<file path="src/rtl/connect_mc_pkg.sv">
// Shared definitions for the connect_mc request concentrator:
// FSM state encoding and a helper for locating a slice in a flattened bus.
package connect_mc_pkg;

   typedef logic [1:0] state_t;

   // One transaction walks IDLE -> REQ -> RESP -> RET -> IDLE.
   localparam state_t ST_IDLE = 2'd0;
   localparam state_t ST_REQ  = 2'd1;
   localparam state_t ST_RESP = 2'd2;
   localparam state_t ST_RET  = 2'd3;

   // Lowest bit position of slice 'idx' in a bus built from 'width'-bit slices.
   function automatic int slice_lsb(input int idx, input int width);
      return idx * width;
   endfunction

endpackage

</file>
<file path="src/rtl/connect_mc_prio_enc.sv">
// Fixed-priority encoder: the highest set request bit wins.
// Produces a one-hot grant, the winner's binary index and an any-request flag.
module connect_mc_prio_enc #(
   parameter int N     = 3,
   parameter int IDX_W = (N > 1) ? $clog2(N) : 1
) (
   input  logic [N-1:0]     req_i,
   output logic [N-1:0]     gnt_o,
   output logic [IDX_W-1:0] idx_o,
   output logic             any_o
);

   // Scan upward so a higher set bit overrides any lower winner.
   always_comb begin
      gnt_o = '0;
      idx_o = '0;
      any_o = 1'b0;
      for (int i = 0; i < N; i++) begin
         if (req_i[i]) begin
            gnt_o    = '0;
            gnt_o[i] = 1'b1;
            idx_o    = IDX_W'(i);
            any_o    = 1'b1;
         end else begin
            // lower-index winner (if any) stays in place
         end
      end
   end

endmodule

</file>
<file path="src/rtl/connect_mc.sv">
// connect_mc: N-to-1 memory-request concentrator. One request at a time is
// granted (highest slave index first), forwarded to the master, and the
// master's response is returned to the slave that issued it.
module connect_mc
   import connect_mc_pkg::*;
#(
   parameter int ADDR_WIDTH  = 32,
   parameter int DATA_WIDTH  = 32,
   parameter int CONNECT_NUM = 3
) (
   input  logic                              CLK,
   input  logic                              RST,
   input  logic [CONNECT_NUM-1:0]            SLAVE_RECEIVE_ADDR_VALID,
   input  logic [ADDR_WIDTH*CONNECT_NUM-1:0] SLAVE_RECEIVE_ADDR,
   input  logic [CONNECT_NUM-1:0]            SLAVE_RECEIVE_DATA_VALID,
   input  logic [DATA_WIDTH*CONNECT_NUM-1:0] SLAVE_RECEIVE_DATA,
   output logic [CONNECT_NUM-1:0]            SLAVE_RECEIVE_READY,
   output logic [CONNECT_NUM-1:0]            SLAVE_SEND_VALID,
   output logic [DATA_WIDTH*CONNECT_NUM-1:0] SLAVE_SEND_DATA,
   input  logic [CONNECT_NUM-1:0]            SLAVE_SEND_READY,
   output logic                              MASTER_SEND_ADDR_VALID,
   output logic [ADDR_WIDTH-1:0]             MASTER_SEND_ADDR,
   output logic                              MASTER_SEND_DATA_VALID,
   output logic [DATA_WIDTH-1:0]             MASTER_SEND_DATA,
   input  logic                              MASTER_SEND_READY,
   input  logic                              MASTER_RECEIVE_VALID,
   input  logic [DATA_WIDTH-1:0]             MASTER_RECEIVE_DATA,
   output logic                              MASTER_RECEIVE_READY
);

   localparam int IDX_W = (CONNECT_NUM > 1) ? $clog2(CONNECT_NUM) : 1;

   state_t                  state_q, state_d;
   logic [ADDR_WIDTH-1:0]   addr_q, addr_d;
   logic [DATA_WIDTH-1:0]   data_q, data_d;
   logic                    dv_q, dv_d;
   logic [IDX_W-1:0]        idx_q, idx_d;
   logic [DATA_WIDTH-1:0]   resp_q, resp_d;

   logic [CONNECT_NUM-1:0]  gnt_s;
   logic [IDX_W-1:0]        gnt_idx_s;
   logic                    any_s;
   logic [ADDR_WIDTH-1:0]   sel_addr_s;
   logic [DATA_WIDTH-1:0]   sel_data_s;
   logic                    sel_dv_s;
   logic [CONNECT_NUM-1:0]  ret_vec_s;
   logic                    ret_ack_s;

   connect_mc_prio_enc #(
      .N     (CONNECT_NUM),
      .IDX_W (IDX_W)
   ) u_prio_enc (
      .req_i (SLAVE_RECEIVE_ADDR_VALID),
      .gnt_o (gnt_s),
      .idx_o (gnt_idx_s),
      .any_o (any_s)
   );

   // Select the granted slave's address, data and data-valid flag.
   always_comb begin
      sel_addr_s = '0;
      sel_data_s = '0;
      sel_dv_s   = 1'b0;
      for (int i = 0; i < CONNECT_NUM; i++) begin
         if (gnt_s[i]) begin
            sel_addr_s = SLAVE_RECEIVE_ADDR[slice_lsb(i, ADDR_WIDTH) +: ADDR_WIDTH];
            sel_data_s = SLAVE_RECEIVE_DATA[slice_lsb(i, DATA_WIDTH) +: DATA_WIDTH];
            sel_dv_s   = SLAVE_RECEIVE_DATA_VALID[i];
         end else begin
            // not the granted slice
         end
      end
   end

   // Decode the captured index into the one-hot response valid; the response
   // is released only by the ready of that same slave.
   always_comb begin
      ret_vec_s = '0;
      for (int i = 0; i < CONNECT_NUM; i++) begin
         ret_vec_s[i] = (state_q == ST_RET) && (idx_q == IDX_W'(i));
      end
      ret_ack_s = |(ret_vec_s & SLAVE_SEND_READY);
   end

   // Next-state and payload-capture logic for the single outstanding transaction.
   always_comb begin
      state_d = state_q;
      addr_d  = addr_q;
      data_d  = data_q;
      dv_d    = dv_q;
      idx_d   = idx_q;
      resp_d  = resp_q;
      case (state_q)
         ST_IDLE: begin
            // Ready equals the grant, so any request is a completed handshake.
            if (any_s) begin
               state_d = ST_REQ;
               addr_d  = sel_addr_s;
               data_d  = sel_data_s;
               dv_d    = sel_dv_s;
               idx_d   = gnt_idx_s;
            end else begin
               state_d = ST_IDLE;
            end
         end
         ST_REQ: begin
            if (MASTER_SEND_READY) begin
               state_d = ST_RESP;
            end else begin
               state_d = ST_REQ;
            end
         end
         ST_RESP: begin
            if (MASTER_RECEIVE_VALID) begin
               state_d = ST_RET;
               resp_d  = MASTER_RECEIVE_DATA;
            end else begin
               state_d = ST_RESP;
            end
         end
         ST_RET: begin
            if (ret_ack_s) begin
               state_d = ST_IDLE;
            end else begin
               state_d = ST_RET;
            end
         end
         default: begin
            state_d = ST_IDLE;
         end
      endcase
   end

   // State and payload registers; reset drops any in-flight transaction.
   always_ff @(posedge CLK or posedge RST) begin
      if (RST) begin
         state_q <= ST_IDLE;
         addr_q  <= '0;
         data_q  <= '0;
         dv_q    <= 1'b0;
         idx_q   <= '0;
         resp_q  <= '0;
      end else begin
         state_q <= state_d;
         addr_q  <= addr_d;
         data_q  <= data_d;
         dv_q    <= dv_d;
         idx_q   <= idx_d;
         resp_q  <= resp_d;
      end
   end

   // Request ready is combinational from the grant but forced low during reset.
   assign SLAVE_RECEIVE_READY    = ((state_q == ST_IDLE) && !RST) ? gnt_s : '0;
   assign MASTER_SEND_ADDR_VALID = (state_q == ST_REQ);
   assign MASTER_SEND_ADDR       = addr_q;
   assign MASTER_SEND_DATA_VALID = dv_q;
   assign MASTER_SEND_DATA       = data_q;
   assign MASTER_RECEIVE_READY   = (state_q == ST_RESP);
   assign SLAVE_SEND_VALID       = ret_vec_s;
   assign SLAVE_SEND_DATA        = {CONNECT_NUM{resp_q}};

endmodule

</file>
<file path="config.mk">
export PLATFORM = sky130hd
export DESIGN_NAME = connect_mc
export DESIGN_NICKNAME = d
export VERILOG_FILES = /design/src/rtl/connect_mc_pkg.sv /design/src/rtl/connect_mc_prio_enc.sv /design/src/rtl/connect_mc.sv
export SDC_FILE = /design/constraint.sdc
export NUM_CORES = 1
export LEC_CHECK = 0
export ABC_AREA = 0
export BUFFER_PORTS_ARGS = -buffer_cell sky130_fd_sc_hd__buf_2
export CAP_MARGIN = 20
export CORE_AREA = 4 4 157 159
export CTS_CLUSTER_DIAMETER = 100
export CTS_CLUSTER_SIZE = 14
export DETAILED_ROUTE_END_ITERATION = 10
export DIE_AREA = 0 0 161 163
export PLACE_DENSITY_LB_ADDON = 0.25
export REMOVE_ABC_BUFFERS = 1
export SLEW_MARGIN = 10
export SYNTH_ARGS = -nofsm -noshare
export SYNTH_HDL_FRONTEND = slang
export SYNTH_HIERARCHICAL = 1
export SYNTH_SLANG_ARGS = --single-unit
</file>
<file path="constraint.sdc">
create_clock -name CLK -period 4.47 [get_ports CLK]
set_input_delay 0.894 -clock CLK [delete_from_list [all_inputs] [get_ports CLK]]
set_output_delay 0.894 -clock CLK [all_outputs]
set_load 0.1 [all_outputs]
</file>
* After elaboration in Yosys (flattened, before gate mapping)
Cells that the tools add are included. W data, S select, Z words.
Word-level totals: output and inout port bits 169, register bits 101, logic and storage cells 45, bits in writable memories 0, bits in latches 0, ROM bits 0, memories kept 0
Cells by class: muxes and demuxes 23, order comparisons 0, reductions and logical operators 10, divide/modulo/power cells 0, bitwise logic cells 1, eq/ne operators 5, add/subtract/negate cells 0, multiply operators 0, shifts and indexed selects 0
Operators with widths (count):
- $mux W32 | 6
- $mux W1 | 10
- $mux W2 | 4
- $pmux W2 S4 | 1
- $eq A2 B2 Y1 const B | 3
- $mux W3 | 2
- $eq A2 B1 Y1 const B | 2
- $logic_and A1 B1 Y1 | 4
- $logic_not A2 Y1 | 2
- $reduce_and A2 Y1 | 2
- $and A3 B3 Y3 | 1
- $reduce_or A3 Y1 | 1
- $logic_not A1 Y1 | 1

* Logic depth before layout (Yosys ltp)
Gate-level depths: netlist of run 1.
depth after elaboration 6, mapped depth 7

* Modules after synthesis
Netlist of run 1, hierarchy kept.
By module, submodules not included:
- connect_mc | instances 1, cells an instance 534, sequential area each 2527.4 um2, area each 5585.4 um2
- connect_mc_prio_enc | instances 1, cells an instance 6, sequential area each 0.0 um2, area each 42.5 um2

* Worst setup path before layout of run 1
OpenSTA, ideal clock, no wires.
path kind reg-to-output, from register state_q[1], to output SLAVE_SEND_VALID[2], path buffers 1, cell stages (with the launch flop) 4, path slack 0.740 ns, arrival time 2.836 ns, cell sequence dfrtp_1 > buf_2 > nand2_1 > nor3b_1
On the way: cells in the longest elaborated chain, start to end 2
RTL lines:
- from (decl) | RTL line connect_mc.sv:33 | state_t state_q, state_d;
- from (signal assigned) | RTL line connect_mc.sv:144 | state_q <= state_d;
- $eq A2 B2 Y1 | RTL line connect_mc.sv:80 | ret_vec_s[i] = (state_q == ST_RET) && (idx_q == IDX_W'(i));
- $logic_and A1 B1 Y1 | RTL line connect_mc.sv:80
- to (decl) | RTL line connect_mc.sv:18 | output logic [CONNECT_NUM-1:0] SLAVE_SEND_VALID,
No other way between the ends.

* Worst setup path in the final report of run 1
from input SLAVE_RECEIVE_ADDR_VALID[2], to output SLAVE_RECEIVE_READY[0]
On the way: cells in the longest elaborated chain, start to end 2
RTL lines:
- from (decl) | RTL line connect_mc.sv:13 | input logic [CONNECT_NUM-1:0] SLAVE_RECEIVE_ADDR_VALID,
- $mux W3 | RTL line connect_mc_prio_enc.sv:19 | if (req_i[i]) begin
- named net gnt_s[0] | RTL line connect_mc.sv:40 | logic [CONNECT_NUM-1:0] gnt_s;
- $mux W3 | RTL line connect_mc.sv:154 | assign SLAVE_RECEIVE_READY = ((state_q == ST_IDLE) && !RST) ? gnt_s : '0;
- to (decl) | RTL line connect_mc.sv:17 | output logic [CONNECT_NUM-1:0] SLAVE_RECEIVE_READY,
The timed path passes the listed nets, and every way through them passes these cells.

==> impl_metrics.ini, run 1 <==
[setup_path]
cp_cell_sequence = buf_4, nor3b_1, and2_1, buf_2
cp-end-kind = output pin
critPathTopFamily = buffers and inverters
path_max_fanout = 25
critPathKind = in -> out
cp_slowest_stage_delay_ns = 0.43
startpoint = SLAVE_RECEIVE_ADDR_VALID[2]
arrival_ns = 2.13
cpMaxStageDelayCell = buf_2
crit_buf_inv = 2
start_kind = primary input
rr_startpoint = state_q[0]$_DFF_PP0_
worstPathRequired_ns = 3.58

[clock_network]
cts_hold_buf = 0
clk_latency_ns = 0.35
htree_levels = 3
cts_tree = built
post-cts-setup-buffers = 0
clk_pin_slew_worst_paths_ns = 0.07
root_buffer = clkbuf_16
cts.sinks = 101
cts_made_buffers = 9
clk_path_buf_depth = 2
ctsResizeCount = 0

[logic_synthesis]
async_flop_share_pct = 100
syn-cell-area_mm2 = 0.00563
synthFlopType = dfrtp_1
synth_seq_cells = 101
ys_seq_area_share_pct = 44.9
yosys_warnings = 6
yosys.area.top_type = dfrtp_1
synth_cell_types = 24
synth_top_area_share_pct = 44.9
syn_inst = 540
yosys-top-cells-area = dfrtp_1 45%, a221oi_1 10%, buf_4 8.9%
synth_edf_count = 0
postSynthAreaPerCell_um2 = 10.4

[route]
drtPass1Iterations = 4
routed_wl_mm = 20.1
ant_nets = 0
wirelength_met1_mm = 7.87
met3_length_mm = 1.78
vias = 5206
top_layer_used = met5
detail_route.vias_per_cell = 4.44
drcViolationCount = 0
wl_per_cell_um = 17.1
wl_met2_mm = 10.2
drtIter0Drc = 172

[grt]
grt_pass1_wl_mm = 29.8
grt_pass1_vias = 5120
grt-ovfl-total = 0
antenna_found_initial = 1
grt_max_degree = 112
grt_usage_pct = 14.5

[placed_design]
pre_cts_ws_ns = 1.11
post-dp-hpwl_mm = 15.4
dpl.cell_count = 1157
io_buffers = 405
gp_congestion = 0.812
dpl_cell_area_mm2 = 0.00743

[outcome]
status = finished clean

[layout]
fillers = 2504
area_delta_synth_final_pct = 36.9
multi_input_comb_area_mm2 = 0.00239
drive_gt1_share_pct = 57.1
ff_latch_area_mm2 = 0.00253
antennaDiodeCount = 0
stdcell_area_mm2 = 0.00771
final_cells = 1172
nNetsFinal = 1086

[floorplan]
io_pins = 406
placementRows = 56
die-area_mm2 = 0.0262
die_x_um = 161
initial_utilization_pct = 24.2
die_h_um = 163
core_area_mm2 = 0.0233

[timing]
worstMarginPinSlew_ns = 0.990
fin_ws_ns = 1.44
setup_viol_count_final = 0
fin_crit_sh_pct = 67.7
drv_slew = 0
period_needed_ns = 3.03
slew_headroom_pct = 34.0
max_freq_mhz = 330
skew_ns = 0.00786
rsz0062_at_grt = no
hold_viol = 0

[run]
maxCapViolations = 0

[worst_hold_path]
hold_start = MASTER_SEND_DATA[5]$_DFFE_PP0P_
hold_class = reg -> reg
layer usage:
layer | vias up | GRT usage (%)
li1 | 2519 | -
met1 | 2421 | 17.3
met2 | 251 | 25.9
met3 | 13 | 4.43
met4 | 2 | 3.14
met5 | - | 0
path summary, 6_finish.rpt:
kind / end / slack (ns) / cells past startpoint
worst max-delay path: SLAVE_RECEIVE_READY[0] / 1.44 / 4
worst min register to register: MASTER_SEND_DATA[5]$_DFFE_PP0P_ / 0.48 / 2
worst max register to register: MASTER_SEND_DATA[28]$_DFFE_PP0P_ / 2.70 / 3
min in group asynchronous: MASTER_SEND_DATA[4]$_DFFE_PP0P_ / 0.75 / 2
max in group asynchronous: MASTER_SEND_DATA[26]$_DFFE_PP0P_ / 2.86 / 3
worst min-delay path: MASTER_SEND_DATA[5]$_DFFE_PP0P_ / 0.48 / 2
synth_stat cells (4+ instances only):
master / number
clkbuf_1: 36
mux2_2: 35
nor2b_1: 68
dfrtp_1: 101
o31ai_1: 44
nand2_1: 68
buf_4: 67
o31ai_2: 20
buf_2: 8
a221oi_1: 64
buf_6: 4
layout make-up:
| cell class | count | share of cell area, % |
|---|---|---|
| sequential | 101 | 32.8 |
| multi-input combinational | 322 | 31.0 |
| inverter | 2 | 0.130 |
| tap | 319 | 5.18 |
| clock buffer | 9 | 2.92 |
| clock inverter | 6 | 0.731 |
| timing repair buffer | 413 | 27.3 |
worst reg2reg max path, cell delays in order, from the launching register on:
cell	delay, ns
dfrtp_1	0.47
or3b_4	0.54
buf_4	0.34
o31ai_1	0.33
sequential cells by signal, indices dropped and copies added, names as in the netlist:
| register | count |
|---|---|
| MASTER_SEND_DATA_VALID | 1 |
| MASTER_SEND_ADDR | 32 |
| state_q | 2 |
| resp_q | 32 |
| MASTER_SEND_DATA | 32 |
| idx_q | 2 |
placed cells by master (no fill, tap or decap):
cell / netlist / final
o21ai_0: 3 / 3
a21oi_1: 3 / 3
inv_1: 2 / 1
o31ai_1: 44 / 44
or3_1: 1 / 1
nand3b_1: 1 / 1
mux2_2: 35 / 35
inv_4: 0 / 1
nor3b_1: 3 / 3
mux2i_1: 2 / 2
inv_8: 0 / 2
a211oi_1: 1 / 1
clkinvlp_4: 0 / 1
buf_12: 0 / 1
clkbuf_16: 0 / 9
buf_4: 67 / 8
dfrtp_1: 101 / 101
buf_2: 8 / 404
a221oi_1: 64 / 64
or3b_4: 0 / 1
and2_1: 3 / 3
o2111ai_1: 1 / 1
a22o_1: 1 / 1
nor3_1: 3 / 3
clkinv_4: 0 / 3
o31ai_2: 20 / 20
nand2_1: 68 / 68
nor2b_1: 68 / 66
nor2b_4: 0 / 2
cells by family (layout without fill, tap and decap cells):
kind of cell	Yosys count	count (layout)	synth area share, %
multiplexers	37	37	7.36
AND/OR/NAND/NOR	148	148	13.5
buffers and inverters	117	430	13.0
flip-flops	101	101	44.9
AO/OA/AOI/OAI	137	137	21.3
stage by stage:
step / util [%] / hold slack [ns] / setup TNS, ns
after floorplan: - / 0.592 / -79.22
after global placement: 31.9 / 0.456 / 0
after detailed placement: 31.9 / 0.462 / 0
after CTS: 33.1 / 0.478 / 0
after global routing: 33.1 / 0.498 / 0
final: 33.1 / 0.475 / 0
Power of run 1 is not shown: default switching activity piles up to over one toggle a cycle in this logic, so the estimate is an artifact.
==> inputs of run 2 (changes only) <==
==> constraint.sdc (replaced) <==
create_clock -name CLK -period 2.73 [get_ports CLK]
set_input_delay 0.546 -clock CLK [delete_from_list [all_inputs] [get_ports CLK]]
set_output_delay 0.546 -clock CLK [all_outputs]
set_load 0.1 [all_outputs]
==> impl_metrics.ini, run 2 (synthesis gave the netlist of run 1 again) <==
[timing]
setup_viol_count_final = 0
rsz0062_at_grt = no
max_freq_mhz = 432
slew_headroom_pct = 30.8
fin_crit_sh_pct = 84.8
drv_slew = 0
hold_viol = 0
period_needed_ns = 2.31
skew_ns = 0.0103
worstMarginPinSlew_ns = 1.04

[layout]
layout_common_cells = 402 x buf_2, 101 x dfrtp_1, 68 x nand2_1
final_cells = 1178
area_delta_synth_final_pct = 38.6
mostFrequentLayoutCell = buf_2
fillers = 2451
nNetsFinal = 1090
drive_gt1_share_pct = 57.3

[placed_design]
gp_congestion = 0.798
post-dp-hpwl_mm = 15.6
dpl.cell_count = 1161
io_buffers = 405

[clock_network]
cts_tree = built
clk_pin_slew_worst_paths_ns = 0.08
root_buffer = clkbuf_16
clk_latency_ns = 0.35
ctsResizeCount = 0
cts_hold_buf = 0
htree_levels = 3
clk_path_buf_depth = 2
cts.sinks = 101
post-cts-setup-buffers = 0
cts_made_buffers = 9

[route]
vias = 5224
wirelength_met1_mm = 7.75
drtIter0Drc = 307
drcViolationCount = 0
drtPass1Iterations = 6
top_layer_used = met5
wl_per_cell_um = 17.0
wl_met2_mm = 10.2
routed_wl_mm = 20.0
ant_nets = 0
detail_route.vias_per_cell = 4.43
met3_length_mm = 1.86

[outcome]
status = finished clean

[setup_path]
critPathKind = reg -> out
path_max_fanout = 9
start_kind = register
worstPathRequired_ns = 2.18
cp-end-kind = output pin
arrival_ns = 1.77

[grt]
antenna_found_initial = 2
grt_max_degree = 114
grt-ovfl-total = 0
grt_usage_pct = 14.5
grt_pass1_wl_mm = 30.3
grt_pass1_vias = 5205

[floorplan]
placementRows = 56
core_area_mm2 = 0.0233
io_pins = 406
die-area_mm2 = 0.0262
die_h_um = 163
die_x_um = 161
initial_utilization_pct = 24.2

[run]
maxCapViolations = 0

[worst_hold_path]
hold_class = in -> async
## run 2: final cells by class
type / count / area, µm² / share of cell area, %
clock buffers: 9 / 225 / 2.89
flip-flops and latches: 101 / 2530 / 32.4
clock inverters: 7 / 60.1 / 0.770
diodes: 1 / 2.50 / 0.0321
well taps: 319 / 399 / 5.12
repair buffers: 417 / 2190 / 28.0
multi-input cells: 322 / 2390 / 30.6
inverters: 2 / 10.0 / 0.128
## run 2: metrics by stage
step	utilization (%)	TNS (ns)	area, µm²	setup WS (ns)	hold slack (ns)
detailed placement	32.3	0	7510	0.494	0.460
finish	33.5	0	7800	0.415	0.183
global route	33.5	0	7800	0.231	0.196
CTS	33.5	0	7800	0.378	0.182
floorplan	-	-248.48	4900	-2.65	0.592
global placement	32.3	0	7510	0.494	0.458
## run 2: path summary, 6_finish.rpt
path	from	endpoint	slack (ns)	depth (start not counted)
worst min-delay path	RST	resp_q[10]$_DFFE_PP0P_	0.18	2
min in group CLK	SLAVE_SEND_READY[2]	state_q[1]$_DFF_PP0_	0.39	2
worst max-delay path	state_q[1]$_DFF_PP0_	SLAVE_SEND_VALID[2]	0.42	3
worst max register to register	state_q[0]$_DFF_PP0_	MASTER_SEND_ADDR[30]$_DFFE_PP0P_	1.01	3
worst min register to register	MASTER_SEND_DATA[5]$_DFFE_PP0P_	MASTER_SEND_DATA[5]$_DFFE_PP0P_	0.47	2
max in group asynchronous	RST	MASTER_SEND_ADDR[17]$_DFFE_PP0P_	1.91	3
## run 2: worst max-delay path, stage by stage, from the launching register on
cell and delay, ns:
dfrtp_1 0.50, nand2_1 0.16, nor3b_1 0.28, buf_2 0.48
## run 2: per-layer routing
| metal | vias up | track usage (%) |
|---|---|---|
| met1 | 2441 | 17.2 |
| li1 | 2522 | - |
| met2 | 247 | 25.8 |
| met3 | 12 | 4.48 |
| met5 | - | 0 |
| met4 | 2 | 3.61 |
Power of run 2 is left out for the same reason.
==> inputs of run 3 (changes only) <==
--- a/config.mk
+++ b/config.mk
@@ -5,14 +5,14 @@
 export SDC_FILE = /design/constraint.sdc
 export NUM_CORES = 1
 export LEC_CHECK = 0
-export ABC_AREA = 0
+export ABC_AREA = 1
 export BUFFER_PORTS_ARGS = -buffer_cell sky130_fd_sc_hd__buf_2
 export CAP_MARGIN = 20
-export CORE_AREA = 4 4 157 159
+export CORE_AREA = 4 4 158 160
 export CTS_CLUSTER_DIAMETER = 100
 export CTS_CLUSTER_SIZE = 14
 export DETAILED_ROUTE_END_ITERATION = 10
-export DIE_AREA = 0 0 161 163
+export DIE_AREA = 0 0 162 164
 export PLACE_DENSITY_LB_ADDON = 0.25
 export REMOVE_ABC_BUFFERS = 1
 export SLEW_MARGIN = 10
==> constraint.sdc (replaced) <==
create_clock -name CLK -period 2.35 [get_ports CLK]
set_input_delay 0.47 -clock CLK [delete_from_list [all_inputs] [get_ports CLK]]
set_output_delay 0.47 -clock CLK [all_outputs]
set_load 0.1 [all_outputs]
==> impl_metrics.ini, run 3 <==
[outcome]
status = finished clean

[layout]
layout_common_cells = 401 x buf_2, 332 x nand2_1, 101 x dfrtp_1
stdcell_area_mm2 = 0.00824
area_delta_synth_final_pct = 36.5
fin_util_pct = 35.2
mostFrequentLayoutCell = buf_2
drive_gt1_share_pct = 42.4
nNetsFinal = 1367

[logic_synthesis]
synth_seq_cells = 101
synth_compound_area_share_pct = 5.64
synthXorXnorAreaFrac_pct = 0
yosys.area.top_type = dfrtp_1
synthFlopType = dfrtp_1
synth_fa_ha_area_share_pct = 0
synth_top_family_by_area = simple AND/OR/NAND/NOR gates
yosys_warnings = 6
synth_most_common_cell = nand2_1
netlist_top_cells_count = 332 x nand2_1, 101 x dfrtp_1, 93 x nand3_1
yosys-top-cells-area = dfrtp_1 42%, nand2_1 21%, buf_4 9.9%
synth_edf_count = 0
ys_seq_area_share_pct = 41.9
synth.area.mux_share_pct = 0
synthSimpleGateAreaFrac_pct = 38.4
synth_top_area_share_pct = 41.9
postSynthAreaPerCell_um2 = 7.36
syn-cell-area_mm2 = 0.00604
synth_cell_types = 23
syn_inst = 820
async_flop_share_pct = 100

[placed_design]
gp_congestion = 0.833
pre_cts_ws_ns = 0.432
post-dp-hpwl_mm = 17.1
io_buffers = 405
dpl_cell_area_mm2 = 0.00789

[setup_path]
critPathTopFamily = flip-flops
cpMaxStageDelayCell = dfrtp_1
worstPathRequired_ns = 1.88
critPathKind = reg -> out
cp_slowest_stage_delay_ns = 0.46
crit_buf_inv = 1
cp-end-kind = output pin
cp_cell_sequence = nand2_1, nor3_1, buf_2
arrival_ns = 1.59
start_kind = register
path_max_fanout = 4

[clock_network]
root_buffer = clkbuf_16
clk_path_buf_depth = 2
clk_latency_ns = 0.35
clk_pin_slew_worst_paths_ns = 0.07
cts.sinks = 101
cts_tree = built
cts_made_buffers = 9
ctsResizeCount = 0
cts_hold_buf = 0
htree_levels = 3
post-cts-setup-buffers = 0

[route]
drtPass1Iterations = 4
drcViolationCount = 0
routed_wl_mm = 22.6
vias = 6157
ant_nets = 0
detail_route.vias_per_cell = 4.23
wl_per_cell_um = 15.5
drtIter0Drc = 324

[run]
maxCapViolations = 0

[timing]
fin_ws_ns = 0.293
fin_crit_sh_pct = 87.6
max_freq_mhz = 486
rsz0062_at_grt = no
slew_headroom_pct = 57.0
setup_viol_count_final = 0
hold_viol = 0
skew_ns = 0.0101
worstMarginPinSlew_ns = 0.643
setup-tns-final_ns = 0
drv_slew = 0
period_needed_ns = 2.06

[grt]
grt_pass1_vias = 5876
grt_max_degree = 102
antenna_found_initial = 3
grt_pass1_wl_mm = 33.1
grt_usage_pct = 15.9
grt-ovfl-total = 0

[floorplan]
die_h_um = 164
die-area_mm2 = 0.0266
io_pins = 406
core_area_mm2 = 0.0234
placementRows = 56
initial_utilization_pct = 25.8
die_x_um = 162

[worst_hold_path]
hold_class = in -> async
[run 3: cell count changes after synthesis, sizes merged, moves of 11 or more]
cell	delta
nor2b	-68
nand3	+103
buf	+26
a221oi	-64
o31ai	-64
nor2	+11
or2	+65
inv	+13
mux2	-35
clkbuf	-22
a21oi	+62
nand2	+267
[run 3: worst min-delay path, cell delays in order]
cell and delay (ns):
buf_2 0.11, inv_4 0.07, buf_12 0.44
[run 3: metal layers]
layer | GRT usage (%) | vias up | part of all wire [%]
li1 | - | 3141 | -
met3 | 3.86 | 21 | 5.8
met1 | 20.7 | 2817 | 43
met2 | 26.5 | 176 | 49
met4 | 4.08 | 2 | 1.5
met5 | 0 | - | 0.057
[run 3: path summary, 6_finish.rpt]
check                      slack [ns]                             start  cells past startpoint                               end
max reg2reg                      0.68              state_q[1]$_DFF_PP0_                      6              state_q[0]$_DFF_PP0_
max in group asynchronous        1.61                               RST                      3   MASTER_SEND_DATA[8]$_DFFE_PP0P_
min                              0.29                               RST                      3   MASTER_SEND_ADDR[1]$_DFFE_PP0P_
min reg2reg                      0.47  MASTER_SEND_ADDR[19]$_DFFE_PP0P_                      2  MASTER_SEND_ADDR[19]$_DFFE_PP0P_
max                              0.29              state_q[0]$_DFF_PP0_                      3               SLAVE_SEND_VALID[1]
min in group CLK                 0.34            MASTER_RECEIVE_DATA[8]                      3             resp_q[8]$_DFFE_PP0P_
[run 3: cell families (layout without fill, tap and decap cells)]
| family | count (synthesis) | count (layout) |
|---|---|---|
| other cells | 0 | 1 |
| simple gates | 517 | 517 |
| buf+inv | 134 | 449 |
| flops | 101 | 101 |
| compound gates | 68 | 68 |
[run 3: metrics by stage]
step | instances | hold slack, ns
after CTS | 1454 | 0.325
after global placement | 1438 | 0.457
after floorplan | 701 | 0.591
after global routing | 1455 | 0.332
final | 1455 | 0.292
after detailed placement | 1438 | 0.461
[run 3: area by class of cell]
type	count	area [µm²]
clock buffer	9	225
multi-input combinational	585	2670
antenna	1	2.50
clock inverter	7	121
sequential	101	2530
fill	2598	15200
tap	319	399
timing repair buffer	418	2230
inverter	15	61.3
Power of run 3 is left out for the same reason.
